<file path="src/rtl/cmp_pkg.sv">
// Shared types for the sequential magnitude comparator: op codes, chunk relation, FSM states.
// Also holds the helpers that decode signedness and the final op outcome.
package cmp_pkg;

  typedef enum logic [2:0] {
    OP_LT  = 3'd0,
    OP_LTU = 3'd1,
    OP_LE  = 3'd2,
    OP_LEU = 3'd3,
    OP_EQ  = 3'd4,
    OP_NE  = 3'd5,
    OP_GE  = 3'd6,
    OP_GEU = 3'd7
  } cmp_op_e;

  typedef enum logic [1:0] {
    REL_EQ = 2'd0,
    REL_LT = 2'd1,
    REL_GT = 2'd2
  } cmp_rel_e;

  typedef enum logic [1:0] {
    IDLE = 2'd0,
    BUSY = 2'd1,
    DONE = 2'd2
  } cmp_state_e;

  function automatic logic is_signed(input cmp_op_e op);
    return (op == OP_LT) || (op == OP_LE) || (op == OP_GE);
  endfunction

  function automatic logic op_outcome(input cmp_op_e op, input cmp_rel_e rel);
    logic res;
    res = 1'b0;
    case (op)
      OP_LT, OP_LTU: res = (rel == REL_LT);
      OP_LE, OP_LEU: res = (rel != REL_GT);
      OP_EQ:         res = (rel == REL_EQ);
      OP_NE:         res = (rel != REL_EQ);
      OP_GE, OP_GEU: res = (rel != REL_LT);
      default:       res = 1'b0;
    endcase
    return res;
  endfunction

endpackage

</file>
<file path="src/rtl/cmp_chunk.sv">
// Unsigned CHUNK-bit compare of one operand slice; purely combinational, no handshake.
module cmp_chunk
  import cmp_pkg::*;
#(
  parameter int CHUNK = 2
) (
  input  logic [CHUNK-1:0] a,
  input  logic [CHUNK-1:0] b,
  output cmp_rel_e         rel
);

  always_comb begin
    if (a < b)      rel = REL_LT;
    else if (a > b) rel = REL_GT;
    else            rel = REL_EQ;
  end

endmodule

</file>
<file path="src/rtl/cmp_seq.sv">
// Multi-cycle signed/unsigned comparator walking CHUNK bits per cycle from the MSB; result after WIDTH/CHUNK cycles.
// Valid/ready on both sides; a held result blocks new requests until consumed, with same-edge reissue.
module cmp_seq
  import cmp_pkg::*;
#(
  parameter int WIDTH = 6,
  parameter int CHUNK = 2
) (
  input  logic             clk,
  input  logic             rst_n,
  input  logic             in_valid,
  output logic             in_ready,
  input  logic [WIDTH-1:0] a,
  input  logic [WIDTH-1:0] b,
  input  logic [2:0]       op,
  output logic             out_valid,
  input  logic             out_ready,
  output logic [WIDTH-1:0] result,
  output logic             lt,
  output logic             eq,
  output logic             gt
);

  localparam int NCHUNK = WIDTH / CHUNK;
  localparam int IDXW   = (NCHUNK > 1) ? $clog2(NCHUNK) : 1;

  generate
    if (WIDTH < 2 || CHUNK < 1 || (WIDTH % CHUNK) != 0) begin : g_bad_params
      $error("cmp_seq: WIDTH must be >= 2 and a multiple of CHUNK");
    end
  endgenerate

  cmp_state_e       state_q, state_d;
  logic [IDXW-1:0]  idx_q, idx_d;
  cmp_rel_e         rel_q, rel_d;
  cmp_op_e          op_q, op_d;
  logic [WIDTH-1:0] a_q, a_d, b_q, b_d;
  logic             out_valid_q, out_valid_d;
  logic [WIDTH-1:0] result_q, result_d;
  logic             lt_q, lt_d, eq_q, eq_d, gt_q, gt_d;

  logic             accept;
  logic [WIDTH-1:0] sign_flip;
  logic [CHUNK-1:0] a_chunk, b_chunk;
  cmp_rel_e         chunk_rel, rel_next;

  assign in_ready = (state_q == IDLE) || (state_q == DONE && out_ready);
  assign accept   = in_valid && in_ready;

  // Inverting the MSB maps two's-complement order onto unsigned order.
  assign sign_flip = {is_signed(cmp_op_e'(op)), {(WIDTH-1){1'b0}}};

  assign a_chunk = CHUNK'(a_q >> (CHUNK * int'(idx_q)));
  assign b_chunk = CHUNK'(b_q >> (CHUNK * int'(idx_q)));

  cmp_chunk #(.CHUNK(CHUNK)) u_chunk (
    .a   (a_chunk),
    .b   (b_chunk),
    .rel (chunk_rel)
  );

  // The first differing chunk from the MSB decides; later chunks cannot override it.
  assign rel_next = (rel_q == REL_EQ) ? chunk_rel : rel_q;

  always_comb begin
    state_d     = state_q;
    idx_d       = idx_q;
    rel_d       = rel_q;
    op_d        = op_q;
    a_d         = a_q;
    b_d         = b_q;
    out_valid_d = out_valid_q;
    result_d    = result_q;
    lt_d        = lt_q;
    eq_d        = eq_q;
    gt_d        = gt_q;

    case (state_q)
      BUSY: begin
        rel_d = rel_next;
        if (idx_q == '0) begin
          state_d     = DONE;
          out_valid_d = 1'b1;
          result_d    = {{(WIDTH-1){1'b0}}, op_outcome(op_q, rel_next)};
          lt_d        = (rel_next == REL_LT);
          eq_d        = (rel_next == REL_EQ);
          gt_d        = (rel_next == REL_GT);
        end else begin
          idx_d = idx_q - 1'b1;
        end
      end
      DONE: begin
        if (out_ready) begin
          state_d     = IDLE;
          out_valid_d = 1'b0;
        end
      end
      default: ;
    endcase

    if (accept) begin
      state_d = BUSY;
      idx_d   = IDXW'(NCHUNK - 1);
      rel_d   = REL_EQ;
      op_d    = cmp_op_e'(op);
      a_d     = a ^ sign_flip;
      b_d     = b ^ sign_flip;
    end
  end

  always_ff @(posedge clk or negedge rst_n) begin
    if (!rst_n) begin
      state_q     <= IDLE;
      idx_q       <= '0;
      rel_q       <= REL_EQ;
      op_q        <= OP_LT;
      a_q         <= '0;
      b_q         <= '0;
      out_valid_q <= 1'b0;
      result_q    <= '0;
      lt_q        <= 1'b0;
      eq_q        <= 1'b0;
      gt_q        <= 1'b0;
    end else begin
      state_q     <= state_d;
      idx_q       <= idx_d;
      rel_q       <= rel_d;
      op_q        <= op_d;
      a_q         <= a_d;
      b_q         <= b_d;
      out_valid_q <= out_valid_d;
      result_q    <= result_d;
      lt_q        <= lt_d;
      eq_q        <= eq_d;
      gt_q        <= gt_d;
    end
  end

  assign out_valid = out_valid_q;
  assign result    = result_q;
  assign lt        = lt_q;
  assign eq        = eq_q;
  assign gt        = gt_q;

endmodule

</file>
<file path="config.mk">
export PLATFORM = sky130hd
export DESIGN_NAME = cmp_seq
export DESIGN_NICKNAME = d
export VERILOG_FILES = /design/src/rtl/cmp_pkg.sv /design/src/rtl/cmp_chunk.sv /design/src/rtl/cmp_seq.sv
export SDC_FILE = /design/constraint.sdc
export NUM_CORES = 1
export LEC_CHECK = 0
export ABC_AREA = 1
export BUFFER_PORTS_ARGS = -buffer_cell sky130_fd_sc_hd__buf_4
export CORE_MARGIN = 2
export CORE_UTILIZATION = 57
export CTS_BUF_LIST = sky130_fd_sc_hd__clkbuf_8 sky130_fd_sc_hd__clkbuf_16
export DETAILED_ROUTE_END_ITERATION = 7
export GPL_ROUTABILITY_DRIVEN = 0
export PLACE_DENSITY = 0.93
export SETUP_SLACK_MARGIN = 0.4
export SKIP_CTS_REPAIR_TIMING = 1
export SLEW_MARGIN = 0
export SYNTH_ARGS = -nofsm -noshare
export SYNTH_HDL_FRONTEND = slang
export SYNTH_SLANG_ARGS = --single-unit
</file>
<file path="constraint.sdc">
create_clock -name clk -period 3.45 [get_ports clk]
set_input_delay 0.69 -clock clk [delete_from_list [all_inputs] [get_ports clk]]
set_output_delay 0.69 -clock clk [all_outputs]
set_load 0.005 [all_outputs]
</file>
==> results.md <==
* RSZ-0062 raised after global routing: no
* Share of layout cells above drive strength 1 at 28.7%
* Worst path slowest cell: dfrtp_1
* CTS sink count at 26
* Max-cap violation count at 0
* Fill cell count at 172
* Final period util at 57.6%
* Max VDD drop at 0.000268 V
* Die area at 2750 um2
* Crit path to: result[0]
* # H-tree levels at 1
* Vias/cell at 5.28
* Dpl cell area at 1500 um2
* Vias at 1014
* Power Density at 322 nW/um2
* Min-delay worst type: in2async
* WL final at 2.37 mm
* Core ar. at 2210 um2
* Final HPWL DP at 1.88 mm
* R2R Path Start: idx_q[0]
* Worst path required time at 3.61 ns
* Max FO, Critical Path at 7
* CP Data Arrival Time at 2.15 ns
* Setup violators final at 0
* CTS tree: yes
* Syn. warnings at 0
* R2R Setup Slk at 1.46 ns
* DRT Pass-1 Iters at 4
* Ant diodes at 0
* WP depth at 14
* Antenna violations before repair at 0
* Row Count at 17
* Clock buffer count from CTS at 3
* DRT iter0 DRCs at 15
* Clock Path Buffers at 2
* Grt ovf at 0
* Startpoint Class: flop
* Most common cell after layout, fill and taps aside: dfrtp_1
* Die Y at 52.4 um
* Most frequent cells in the layout: dfrtp_1 (26), buf_4 (24), nand2_1 (23)
* Reg clk slew, reported paths at 0.08 ns
* First-pass GRT wire length at 4.08 mm
* Min Tclk post-route at 1.99 ns
* Largest net degree at the start of global routing at 27
* Number of global-route vias before repair at 1033
* Max Clock Skew at 0.00400 ns
* Crit. End Element: flop
* Area Growth Syn to Fin at 15.2%
* Worst skew pair latency at 0.26 ns
* Endpoints failing hold at 0
* Post-synthesis cell type count at 26
* Crit-path cells: inv_1, nor2_1, o21ai_0, ha_1, nand2_1, nand2_1, o21ai_0, nand3_1, nand2_1, inv_1, nand2_1, nand2_1, nand2_1, nand2_1
* CP top delay family: simple AND/OR/NAND/NOR gates
* Worst setup path startpoint: idx_q[0]
* Cell area after synthesis at 1340 um2
* Most used cell, CP: nand2_1
* Crit path buf inv count at 2
* Final core utilization at 69.6%
* Leakage at 0.839 nW
* Synthesized instance count at 140
* Critical Path Max Stage Delay at 0.44 ns
* Nets at 188
* Seq cells post-synth at 26
* Max-slew violations at 0
* Routed WL per cell at 12.3 um
* Total global-route track usage at 19.8%
* Status: complete, no violations
* Max Clk Rate at 0.503 GHz
* Reg2reg end: result[0]
* Post-route ant nets at 0
* Post-Syn Area per Cell at 9.54 um2
* Sequential area share after synthesis at 48.7%
* Port bufs at 24
* Worst R2R Path Depth at 14
* Starting Density at 60.4%
* Die width at 52.4 um
* Fin area at 1540 um2
* DRC viols at 0
* Setup TNS at 0 ns
* Crit Path Class: reg2reg
* Num ports at 30
* Clock root buffer: clkbuf_8
[cells in the mapped netlist]
cell type / count / area [um2]
dfrtp_1: 26 / 651
nand2_1: 23 / 86.3
inv_1: 14 / 52.6
o21ai_0: 14 / 70.1
nor2_1: 11 / 41.3
a21oi_1: 7 / 35.0
buf_4: 5 / 37.5
inv_2: 5 / 18.8
mux2_2: 5 / 56.3
mux2_4: 5 / 75.1
nand3_1: 4 / 20.0
ha_1: 3 / 37.5
a2bb2oi_1: 2 / 17.5
o21ai_2: 2 / 17.5
o31ai_1: 2 / 15.0
xnor2_1: 2 / 17.5
a31oi_1: 1 / 6.26
buf_12: 1 / 20.0
buf_6: 1 / 11.3
conb_1: 1 / 3.75
nand2_2: 1 / 6.26
nand2_4: 1 / 11.3
nand4_1: 1 / 6.26
nor2_2: 1 / 6.26
o211ai_1: 1 / 7.51
o2bb2ai_1: 1 / 8.76
[worst min path at each step]
stage          startpoint   endpoint  slack [ns]
2_1_floorplan       rst_n     a_q[0]        0.39
3_3_place_gp           gt         gt        0.47
3_5_place_dp    result[0]  result[0]        0.47
4_1_cts             rst_n         eq        0.33
5_1_grt             rst_n     b_q[5]        0.33
6_report            rst_n         eq        0.31
[cell type report]
cell class	count	area (um2)	area share, %
timing repair buffer	24	180	11.7
sequential	26	651	42.3
multi-input combinational	92	561	36.4
inverter	19	71.3	4.63
clock buffer	3	41.3	2.68
tap	28	35.0	2.28
[logic make-up after synthesis]
logic type / synth area share, %
and+or+nand+nor: 13.3
AOI/OAI and AO/OA: 13.3
DFF: 48.7
buffers and inverters: 10.5
muxes: 9.83
adders and majority gates: 2.81
xor gates and xnor gates: 1.31
other: 0.281
[power by group]
group          internal, W  switching, W
Clock            0.0000781     0.0000860
Combinational    0.0000149     0.0000122
Sequential        0.000304             0
Total             0.000397     0.0000983
[metrics by stage]
stage	total power (W)	setup WS, ns	hold WS, ns	cells
2_1_floorplan	0.000319	1.70	0.394	144
3_3_place_gp	0.000337	1.63	0.467	189
3_5_place_dp	0.000338	1.47	0.471	189
4_1_cts	0.000501	1.45	0.328	192
5_1_grt	0.000514	1.27	0.330	192
6_report	0.000496	1.46	0.310	192
[flip-flops by register name, summed over array words and instances, names as in the netlist]
register / cells
out_valid: 1
b_q: 6
rel_q: 2
a_q: 6
eq: 1
gt: 1
state_q: 2
result: 1
op_q: 3
lt: 1
idx_q: 2
[per-layer routing]
layer  track usage (%)  up-vias  share of wire (%)
met5                 0        -                  0
met4              8.12        0                1.9
met3              3.43        7                5.3
met2              36.9       37                 52
met1              22.0      468                 41
li1                  -      502                  -
Note: power is estimated with default switching activity, not from simulation.
